[src/rtl/id_ex_if.sv]
// Bundle between decode, the forwarding sources, the ALU and EX/MEM for the ID/EX stage.
// The master side drives decode/forwarding inputs; the slave side is the ID/EX stage itself.
interface id_ex_if #(
    parameter int XLEN = 32
);
    logic            stall;
    logic            flush;
    logic            id_valid;
    logic [XLEN-1:0] id_pc;
    logic [XLEN-1:0] id_rs1_data;
    logic [XLEN-1:0] id_rs2_data;
    logic [XLEN-1:0] id_imm;
    logic [4:0]      id_rs1;
    logic [4:0]      id_rs2;
    logic [4:0]      id_rd;
    logic [3:0]      id_alu_ctrl;
    logic            id_alu_src_a;
    logic            id_alu_src_b;
    logic            id_reg_write;
    logic            id_mem_read;
    logic            id_mem_write;
    logic [4:0]      mem_rd;
    logic            mem_reg_write;
    logic [XLEN-1:0] mem_result;
    logic [4:0]      wb_rd;
    logic            wb_reg_write;
    logic [XLEN-1:0] wb_result;
    logic [XLEN-1:0] alu_d0;
    logic [XLEN-1:0] alu_d1;
    logic [3:0]      alu_s;
    logic            ex_valid;
    logic [XLEN-1:0] ex_pc;
    logic [4:0]      ex_rd;
    logic            ex_reg_write;
    logic            ex_mem_read;
    logic            ex_mem_write;
    logic [XLEN-1:0] ex_store_data;
    logic            load_use_hazard;

    modport master (
        output stall, flush, id_valid, id_pc, id_rs1_data, id_rs2_data, id_imm,
               id_rs1, id_rs2, id_rd, id_alu_ctrl, id_alu_src_a, id_alu_src_b,
               id_reg_write, id_mem_read, id_mem_write,
               mem_rd, mem_reg_write, mem_result, wb_rd, wb_reg_write, wb_result,
        input  alu_d0, alu_d1, alu_s, ex_valid, ex_pc, ex_rd, ex_reg_write,
               ex_mem_read, ex_mem_write, ex_store_data, load_use_hazard
    );

    modport slave (
        input  stall, flush, id_valid, id_pc, id_rs1_data, id_rs2_data, id_imm,
               id_rs1, id_rs2, id_rd, id_alu_ctrl, id_alu_src_a, id_alu_src_b,
               id_reg_write, id_mem_read, id_mem_write,
               mem_rd, mem_reg_write, mem_result, wb_rd, wb_reg_write, wb_result,
        output alu_d0, alu_d1, alu_s, ex_valid, ex_pc, ex_rd, ex_reg_write,
               ex_mem_read, ex_mem_write, ex_store_data, load_use_hazard
    );
endinterface

[src/rtl/id_ex_stage.sv]
// ID/EX pipeline register with MEM/WB operand forwarding, ALU operand muxing and
// load-use hazard detection for the RV32I pipeline.
module id_ex_stage #(
    parameter int XLEN = 32
) (
    input logic     clk,
    input logic     rst_n,
    id_ex_if.slave  bus
);

    typedef struct packed {
        logic            vld;
        logic [XLEN-1:0] pc;
        logic [XLEN-1:0] rs1_data;
        logic [XLEN-1:0] rs2_data;
        logic [XLEN-1:0] imm;
        logic [4:0]      rs1;
        logic [4:0]      rs2;
        logic [4:0]      rd;
        logic [3:0]      alu_ctrl;
        logic            alu_src_a;
        logic            alu_src_b;
        logic            reg_write;
        logic            mem_read;
        logic            mem_write;
    } ex_fields_t;

    ex_fields_t      ex_p1;
    logic [XLEN-1:0] fwd_rs1;
    logic [XLEN-1:0] fwd_rs2;

    // MEM result beats WB result; x0 is hard-wired zero and never forwarded.
    function automatic logic [XLEN-1:0] fwd_pick(
        input logic [4:0]      rs,
        input logic [XLEN-1:0] latched,
        input logic [4:0]      m_rd,
        input logic            m_we,
        input logic [XLEN-1:0] m_val,
        input logic [4:0]      w_rd,
        input logic            w_we,
        input logic [XLEN-1:0] w_val
    );
        logic [XLEN-1:0] res;
        res = latched;
        if (m_we && (m_rd != 5'd0) && (m_rd == rs)) begin
            res = m_val;
        end else if (w_we && (w_rd != 5'd0) && (w_rd == rs)) begin
            res = w_val;
        end
        return res;
    endfunction

    // ---- ID -> EX boundary ----
    always_ff @(posedge clk or negedge rst_n) begin
        if (!rst_n) begin
            ex_p1 <= '0;
        end else if (bus.flush) begin
            ex_p1 <= '0;
        end else if (bus.stall) begin
            // Refresh operands so a forwarding source retiring mid-stall is not lost.
            ex_p1.rs1_data <= fwd_rs1;
            ex_p1.rs2_data <= fwd_rs2;
        end else begin
            ex_p1.vld       <= bus.id_valid;
            ex_p1.pc        <= bus.id_pc;
            ex_p1.rs1_data  <= bus.id_rs1_data;
            ex_p1.rs2_data  <= bus.id_rs2_data;
            ex_p1.imm       <= bus.id_imm;
            ex_p1.rs1       <= bus.id_rs1;
            ex_p1.rs2       <= bus.id_rs2;
            ex_p1.rd        <= bus.id_rd;
            ex_p1.alu_ctrl  <= bus.id_alu_ctrl;
            ex_p1.alu_src_a <= bus.id_alu_src_a;
            ex_p1.alu_src_b <= bus.id_alu_src_b;
            ex_p1.reg_write <= bus.id_reg_write & bus.id_valid;
            ex_p1.mem_read  <= bus.id_mem_read  & bus.id_valid;
            ex_p1.mem_write <= bus.id_mem_write & bus.id_valid;
        end
    end

    // ---- EX operand front end (combinational) ----
    always_comb begin
        fwd_rs1 = fwd_pick(ex_p1.rs1, ex_p1.rs1_data,
                           bus.mem_rd, bus.mem_reg_write, bus.mem_result,
                           bus.wb_rd, bus.wb_reg_write, bus.wb_result);
        fwd_rs2 = fwd_pick(ex_p1.rs2, ex_p1.rs2_data,
                           bus.mem_rd, bus.mem_reg_write, bus.mem_result,
                           bus.wb_rd, bus.wb_reg_write, bus.wb_result);
    end

    assign bus.alu_d0        = ex_p1.alu_src_a ? ex_p1.pc  : fwd_rs1;
    assign bus.alu_d1        = ex_p1.alu_src_b ? ex_p1.imm : fwd_rs2;
    assign bus.ex_store_data = fwd_rs2;
    assign bus.alu_s         = ex_p1.vld ? ex_p1.alu_ctrl : 4'b0000;

    assign bus.ex_valid      = ex_p1.vld;
    assign bus.ex_pc         = ex_p1.pc;
    assign bus.ex_rd         = ex_p1.rd;
    assign bus.ex_reg_write  = ex_p1.reg_write;
    assign bus.ex_mem_read   = ex_p1.mem_read;
    assign bus.ex_mem_write  = ex_p1.mem_write;

    // Conservative: compares both source indices even if the ID instruction ignores one.
    assign bus.load_use_hazard = ex_p1.vld && ex_p1.mem_read && (ex_p1.rd != 5'd0) &&
                                 bus.id_valid &&
                                 ((bus.id_rs1 == ex_p1.rd) || (bus.id_rs2 == ex_p1.rd));

endmodule

[src/flat_wrapper.sv]
// flat-port wrapper written by rule: the top's interface ports become plain ports
module id_ex_stage_flat 
#(
    parameter int XLEN = 32
)
  (clk, rst_n, bus_stall, bus_flush, bus_id_valid, bus_id_pc, bus_id_rs1_data, bus_id_rs2_data, bus_id_imm, bus_id_rs1, bus_id_rs2, bus_id_rd, bus_id_alu_ctrl, bus_id_alu_src_a, bus_id_alu_src_b, bus_id_reg_write, bus_id_mem_read, bus_id_mem_write, bus_mem_rd, bus_mem_reg_write, bus_mem_result, bus_wb_rd, bus_wb_reg_write, bus_wb_result, bus_alu_d0, bus_alu_d1, bus_alu_s, bus_ex_valid, bus_ex_pc, bus_ex_rd, bus_ex_reg_write, bus_ex_mem_read, bus_ex_mem_write, bus_ex_store_data, bus_load_use_hazard);
  id_ex_if #(.XLEN(XLEN)) bus_i ();
  input logic clk;
  input logic rst_n;
  input wire logic [$bits(bus_i.stall)-1:0] bus_stall;
  input wire logic [$bits(bus_i.flush)-1:0] bus_flush;
  input wire logic [$bits(bus_i.id_valid)-1:0] bus_id_valid;
  input wire logic [$bits(bus_i.id_pc)-1:0] bus_id_pc;
  input wire logic [$bits(bus_i.id_rs1_data)-1:0] bus_id_rs1_data;
  input wire logic [$bits(bus_i.id_rs2_data)-1:0] bus_id_rs2_data;
  input wire logic [$bits(bus_i.id_imm)-1:0] bus_id_imm;
  input wire logic [$bits(bus_i.id_rs1)-1:0] bus_id_rs1;
  input wire logic [$bits(bus_i.id_rs2)-1:0] bus_id_rs2;
  input wire logic [$bits(bus_i.id_rd)-1:0] bus_id_rd;
  input wire logic [$bits(bus_i.id_alu_ctrl)-1:0] bus_id_alu_ctrl;
  input wire logic [$bits(bus_i.id_alu_src_a)-1:0] bus_id_alu_src_a;
  input wire logic [$bits(bus_i.id_alu_src_b)-1:0] bus_id_alu_src_b;
  input wire logic [$bits(bus_i.id_reg_write)-1:0] bus_id_reg_write;
  input wire logic [$bits(bus_i.id_mem_read)-1:0] bus_id_mem_read;
  input wire logic [$bits(bus_i.id_mem_write)-1:0] bus_id_mem_write;
  input wire logic [$bits(bus_i.mem_rd)-1:0] bus_mem_rd;
  input wire logic [$bits(bus_i.mem_reg_write)-1:0] bus_mem_reg_write;
  input wire logic [$bits(bus_i.mem_result)-1:0] bus_mem_result;
  input wire logic [$bits(bus_i.wb_rd)-1:0] bus_wb_rd;
  input wire logic [$bits(bus_i.wb_reg_write)-1:0] bus_wb_reg_write;
  input wire logic [$bits(bus_i.wb_result)-1:0] bus_wb_result;
  output wire logic [$bits(bus_i.alu_d0)-1:0] bus_alu_d0;
  output wire logic [$bits(bus_i.alu_d1)-1:0] bus_alu_d1;
  output wire logic [$bits(bus_i.alu_s)-1:0] bus_alu_s;
  output wire logic [$bits(bus_i.ex_valid)-1:0] bus_ex_valid;
  output wire logic [$bits(bus_i.ex_pc)-1:0] bus_ex_pc;
  output wire logic [$bits(bus_i.ex_rd)-1:0] bus_ex_rd;
  output wire logic [$bits(bus_i.ex_reg_write)-1:0] bus_ex_reg_write;
  output wire logic [$bits(bus_i.ex_mem_read)-1:0] bus_ex_mem_read;
  output wire logic [$bits(bus_i.ex_mem_write)-1:0] bus_ex_mem_write;
  output wire logic [$bits(bus_i.ex_store_data)-1:0] bus_ex_store_data;
  output wire logic [$bits(bus_i.load_use_hazard)-1:0] bus_load_use_hazard;
  assign bus_i.stall = bus_stall;
  assign bus_i.flush = bus_flush;
  assign bus_i.id_valid = bus_id_valid;
  assign bus_i.id_pc = bus_id_pc;
  assign bus_i.id_rs1_data = bus_id_rs1_data;
  assign bus_i.id_rs2_data = bus_id_rs2_data;
  assign bus_i.id_imm = bus_id_imm;
  assign bus_i.id_rs1 = bus_id_rs1;
  assign bus_i.id_rs2 = bus_id_rs2;
  assign bus_i.id_rd = bus_id_rd;
  assign bus_i.id_alu_ctrl = bus_id_alu_ctrl;
  assign bus_i.id_alu_src_a = bus_id_alu_src_a;
  assign bus_i.id_alu_src_b = bus_id_alu_src_b;
  assign bus_i.id_reg_write = bus_id_reg_write;
  assign bus_i.id_mem_read = bus_id_mem_read;
  assign bus_i.id_mem_write = bus_id_mem_write;
  assign bus_i.mem_rd = bus_mem_rd;
  assign bus_i.mem_reg_write = bus_mem_reg_write;
  assign bus_i.mem_result = bus_mem_result;
  assign bus_i.wb_rd = bus_wb_rd;
  assign bus_i.wb_reg_write = bus_wb_reg_write;
  assign bus_i.wb_result = bus_wb_result;
  assign bus_alu_d0 = bus_i.alu_d0;
  assign bus_alu_d1 = bus_i.alu_d1;
  assign bus_alu_s = bus_i.alu_s;
  assign bus_ex_valid = bus_i.ex_valid;
  assign bus_ex_pc = bus_i.ex_pc;
  assign bus_ex_rd = bus_i.ex_rd;
  assign bus_ex_reg_write = bus_i.ex_reg_write;
  assign bus_ex_mem_read = bus_i.ex_mem_read;
  assign bus_ex_mem_write = bus_i.ex_mem_write;
  assign bus_ex_store_data = bus_i.ex_store_data;
  assign bus_load_use_hazard = bus_i.load_use_hazard;
  id_ex_stage #(.XLEN(XLEN)) u_core (.clk(clk), .rst_n(rst_n), .bus(bus_i));
endmodule
[config.mk]
export PLATFORM = sky130hd
export DESIGN_NAME = id_ex_stage_flat
export DESIGN_NICKNAME = d
export VERILOG_FILES = /design/src/rtl/id_ex_if.sv /design/src/rtl/id_ex_stage.sv /design/src/flat_wrapper.sv
export SDC_FILE = /design/constraint.sdc
export NUM_CORES = 1
export LEC_CHECK = 0
export ABC_AREA = 1
export BUFFER_PORTS_ARGS = -buffer_cell sky130_fd_sc_hd__buf_4
export CAP_MARGIN = 40
export CORE_MARGIN = 10
export CORE_UTILIZATION = 45
export CTS_CLUSTER_DIAMETER = 200
export DETAILED_ROUTE_END_ITERATION = 16
export PLACE_DENSITY = 0.75
export SKIP_CTS_REPAIR_TIMING = 1
export SYNTH_ARGS = -nofsm -noshare
export SYNTH_HDL_FRONTEND = slang
export SYNTH_SLANG_ARGS = --single-unit
[constraint.sdc]
create_clock -name clk -period 2.2 [get_ports clk]
set_input_delay 0.44 -clock clk [delete_from_list [all_inputs] [get_ports clk]]
set_output_delay 0.44 -clock clk [all_outputs]
set_load 0.005 [all_outputs]
### Yosys cells after proc, flatten, opt, wreduce, memory -nomap -nowiden

Cells that the tools add are included.

* word-level logic and storage cells: 49
* bits in registers: 153
* input port bits: 233
* output and inout port bits: 142

* mux-type cells: 11
* equal/unequal tests: 7
* reductions and logical operators: 14
* bitwise operators: 3

Operators with widths (number)
* 32-bit two-way mux: 6
* 153-bit two-way mux: 1
* 64-bit two-way mux: 1
* 56-bit two-way mux: 1
* 33-bit two-way mux: 1
* 5-bit equality test: 6
* 5-bit nonzero test: 3
* 1-bit logical AND: 10
* 4-bit two-way mux: 1
* 1-bit AND: 3
* 2-bit by 1-bit != test with 1-bit output, second input constant: 1
* 1-bit logical OR: 1

### Longest topological paths before layout

* depth after elaboration: 7
* mapped depth: 11
* mapped depth without buffers: 10

### Worst setup path after synthesis

Ideal clock, no wire load.

* kind: input to output
* start point: input port bus_mem_rd[0]
* end point: output port bus_alu_d1[10]
* path slack: 0.395 ns
* buffers on the path: 1
* arrival: 1.365 ns
* cell stages on the path: 8
* cell sequence: xnor2_1 > nand2_1 > nor2_1 > nand3_4 > buf_8 > nand3_2 > nand3_1 > nand2_1

* longest elaborated chain between the ends: 5

Ends and longest elaborated chain
* from (decl): RTL line flat_wrapper.sv:26 `input wire logic [$bits(bus_i.mem_rd)-1:0] bus_mem_rd;`
* 5-bit nonzero test: RTL line id_ex_stage.sv:45 `if (m_we && (m_rd != 5'd0) && (m_rd == rs)) begin`
* 1-bit logical AND: RTL line id_ex_stage.sv:45
* 1-bit logical AND *: RTL line id_ex_stage.sv:45
* 32-bit two-way mux *: RTL line id_ex_stage.sv:45
* 32-bit two-way mux *: RTL line id_ex_stage.sv:92 `assign bus.alu_d1 = ex_p1.alu_src_b ? ex_p1.imm : fwd_rs2;`
* to (decl): RTL line flat_wrapper.sv:33 `output wire logic [$bits(bus_i.alu_d1)-1:0] bus_alu_d1;`

Every way passes the cells marked *; elsewhere a longest branch is shown, timed or not.

### Worst setup path in the final report

* start point: register u_core.ex_p1[15] (netlist name)
* end point: output port bus_ex_store_data[8]

* longest elaborated chain between the ends: 4

Ends and longest elaborated chain
* from (decl): RTL line id_ex_stage.sv:28 `ex_fields_t ex_p1;`
* 5-bit equality test: RTL line id_ex_stage.sv:47 `end else if (w_we && (w_rd != 5'd0) && (w_rd == rs)) begin`
* 1-bit logical AND: RTL line id_ex_stage.sv:47
* 32-bit two-way mux: RTL line id_ex_stage.sv:47
* 32-bit two-way mux *: RTL line id_ex_stage.sv:45
* to (decl): RTL line flat_wrapper.sv:41 `output wire logic [$bits(bus_i.ex_store_data)-1:0] bus_ex_store_data;`

Marks and branches as above.

==> results_dict.tcl <==
set metrics [dict create \
    fin_skew_ps 14.8 \
    drtIter0Drc 982 \
    max_stage_delay_ps 420 \
    syn_area_sq_um 9460 \
    drv_slew 0 \
    synth_fa_ha_area_share_pct 0 \
    synth_top_area_share_pct 40.5 \
    critical-path-slowest-cell "dfrtp_1" \
    drv_cap 0 \
    synth_flop_cell "dfrtp_1" \
    final_nets 1780 \
    worstSetupPathType "flip-flop to output pin" \
    setup_viol 96 \
    violations "setup timing" \
    r2r-start "u_core.ex_p1[14]" \
    cts_root_buf "clkbuf_16" \
    worst_skew_pair.late_latency_ps 440 \
    dr_total_vias 10300 \
    path_clk_slew_ps 70 \
    worst_slack_ps -389 \
    synth-async-reset-ratio_pct 100 \
    layout-drive-gt1-share_pct 44.2 \
    antenna_found_initial 1 \
    nFillCells 1674 \
    die_y_um 165 \
    synth_area_leaders "dfrtp_1, nand2_1, nand3_1, a22o_1, nand3_2" \
    ys_warn_count 0 \
    cts_tree "done" \
    crit_fanout 6 \
    hold_viol 0 \
    ir_worst_vdd_mv 0.461 \
    antenna_left 0 \
    htree_levels 4 \
    worstRegToRegCells 9 \
    synth_common_cells "nand2_1, nand3_1, dfrtp_1, a22o_1, nand4_1" \
    stdcell_count 1830 \
    critical_path.startpoint "u_core.ex_p1[15]" \
    dieArea_sq_um 27200 \
    syn_area_per_cell_sq_um 8.01 \
    dieWidth_um 165 \
    place_congestion 0.924 \
    fmax_mhz 386 \
    yosys.area.top_type "dfrtp_1" \
    cts_made_buffers 17 \
    preCtsSetupSlack_ps -102 \
    synth_xor_xnor_area_share_pct 2.39 \
    grt_pass1_wl_um 58300 \
    cp-endpoint "bus_ex_store_data[8]" \
    arrival_ps 2150 \
    firstDrtPassIters 6 \
    cts.sinks 153 \
    seq_area_frac_synth_pct 40.5 \
    min_path_type "input port to flip-flop" \
    synth_compound_area_share_pct 8.15 \
    dpl.hpwl_um 29200 \
    core_sq_um 20400 \
    rows 52 \
    slew-limit-headroom_pct 61.3 \
    num_io_pins 375 \
    fin_crit_ps 2590 \
    placedCellCount 1781 \
    post-route-util_pct 69.4 \
    grt_pass1_vias 10300 \
    grtUsageTotal_pct 27.4 \
    crit_chain "inv_2 -> nand2_1 -> nand2_1 -> nand2_2 -> nor2_4 -> nand3_4 -> clkbuf_16 -> nand2_2 -> nand3_2 -> and2_1 -> buf_4" \
    grt_overflow_total 0 \
    area_growth_pct 49.8 \
    min_period_over_period_pct 118 \
    final_area_sq_um 14200 \
    drt-total-wl_um 40400 \
    r2r-end "u_core.ex_p1[77]" \
    powerDensity_nw_per_um2 587 \
    synthCells 1181 \
    clock_path_buffers 2 \
    yosysMostFrequentCell "nand2_1" \
    synth_enable_flop_cells 0 \
    port_buffers 374 \
    synthMuxAreaShare_pct 0 \
    cp.required_ps 1760 \
    diodes 0 \
    crit_path_start_kind "flip-flop" \
    syn_nets 1414 \
    synth.distinct_cells 30 \
    rsz0062_at_grt "yes" \
    regArea_sq_um 3830 \
    drt-vias-per-instance 5.65 \
    synth_top_family_by_area "simple AND/OR/NAND/NOR gates" \
    ys_ff_latch 153 \
    multi_input_area_sq_um 5240 \
    worst_pin_slew_ps 581 \
    route.detailed.drc 0 \
    start_util_pct 46.3 \
    end_kind "output pin" \
    grt_start_max_net_pins 87 \
    wl_per_cell_um 22.1 \
    synthSimpleGateAreaFrac_pct 39.1 \
    postPlaceCellArea_sq_um 12700 \
    rrSetupSlack_ps 420 \
    p_leak_nw 7.64 \
    outcome "finished with violations" \
]
## registers in the layout, indices dropped and copies added, names as in the netlist
signal and cells:
u_core.bus.ex_mem_read 1, u_core.bus.ex_rd 5, u_core.bus.ex_valid 1, u_core.bus.ex_pc 32, u_core.ex_p1 112, u_core.bus.ex_reg_write 1
u_core.bus.ex_mem_write 1
## per-layer routing
| layer | track usage, % | share of wire, % |
|---|---|---|
| met5 | 0 | 0.032 |
| met4 | 10.6 | 3.2 |
| met3 | 8.56 | 9.9 |
| met2 | 44.8 | 48 |
| met1 | 33.1 | 39 |
## cell usage in the layout, fill, tap and decap left out, types with 22 or more instances in the layout
cell / synthesis / layout
a22o_1: 75 / 75
buf_4: 42 / 427
clkbuf_16: 0 / 22
dfrtp_1: 153 / 152
inv_1: 51 / 50
nand2_1: 353 / 318
nand2_2: 1 / 33
nand3_1: 197 / 143
nand3_2: 63 / 106
nand4_1: 66 / 66
## stage by stage
step           hold slack, ps  power, mW  setup TNS, ps
6_report                  200       8.32         -32230
5_1_grt                   204       8.63         -44120
4_1_cts                 -15.7       8.15         -34840
3_5_place_dp              447       5.02          -4080
3_3_place_gp              439       4.99          -2610
2_1_floorplan             144       3.95              0
## area by class of cell
cell class / count / area share [%]
clock buffers: 20 / 3.22
clock inverters: 12 / 1.17
inverters: 53 / 1.40
multi-input cells: 849 / 37.0
flip-flops and latches: 153 / 27.0
well taps: 270 / 2.38
repair buffers: 473 / 27.8
## worst min path at each step
stage                   startpoint                endpoint  slack [ps]  depth (start not counted)
6_report        bus_id_rs1_data[5]        u_core.ex_p1[93]         200                          3
5_1_grt        bus_id_rs2_data[13]        u_core.ex_p1[69]         200                          3
3_5_place_dp                 rst_n     u_core.bus.ex_rd[1]         450                          1
2_1_floorplan                rst_n  u_core.bus.ex_mem_read         140                          0
4_1_cts                      rst_n     u_core.bus.ex_rd[1]         -20                          1
3_3_place_gp                 rst_n     u_core.bus.ex_rd[1]         440                          1
## power by group
part / total, mW / internal (mW) / switching [mW] / leakage [nW]
Clock: 3.15 / 1.86 / 1.29 / 0.297
Combinational: 2.08 / 0.996 / 1.08 / 5.31
Sequential: 3.09 / 2.98 / 0.108 / 2.03
Total: 8.32 / 5.83 / 2.48 / 7.64
## kinds of logic after synthesis
group	count (synthesis)
AOI/OAI and AO/OA	94
xor gates and xnor gates	25
buffers and inverters	179
DFF	153
and+or+nand+nor	730
## worst max-delay path, delay by kind of cell, from the launching register on
| family | cells | cell delay, ps |
|---|---|---|
| and+or+nand+nor | 8 | 850 |
| buffers and inverters | 3 | 440 |
| DFF | 1 | 420 |
Power figures use the tool's default switching activity.
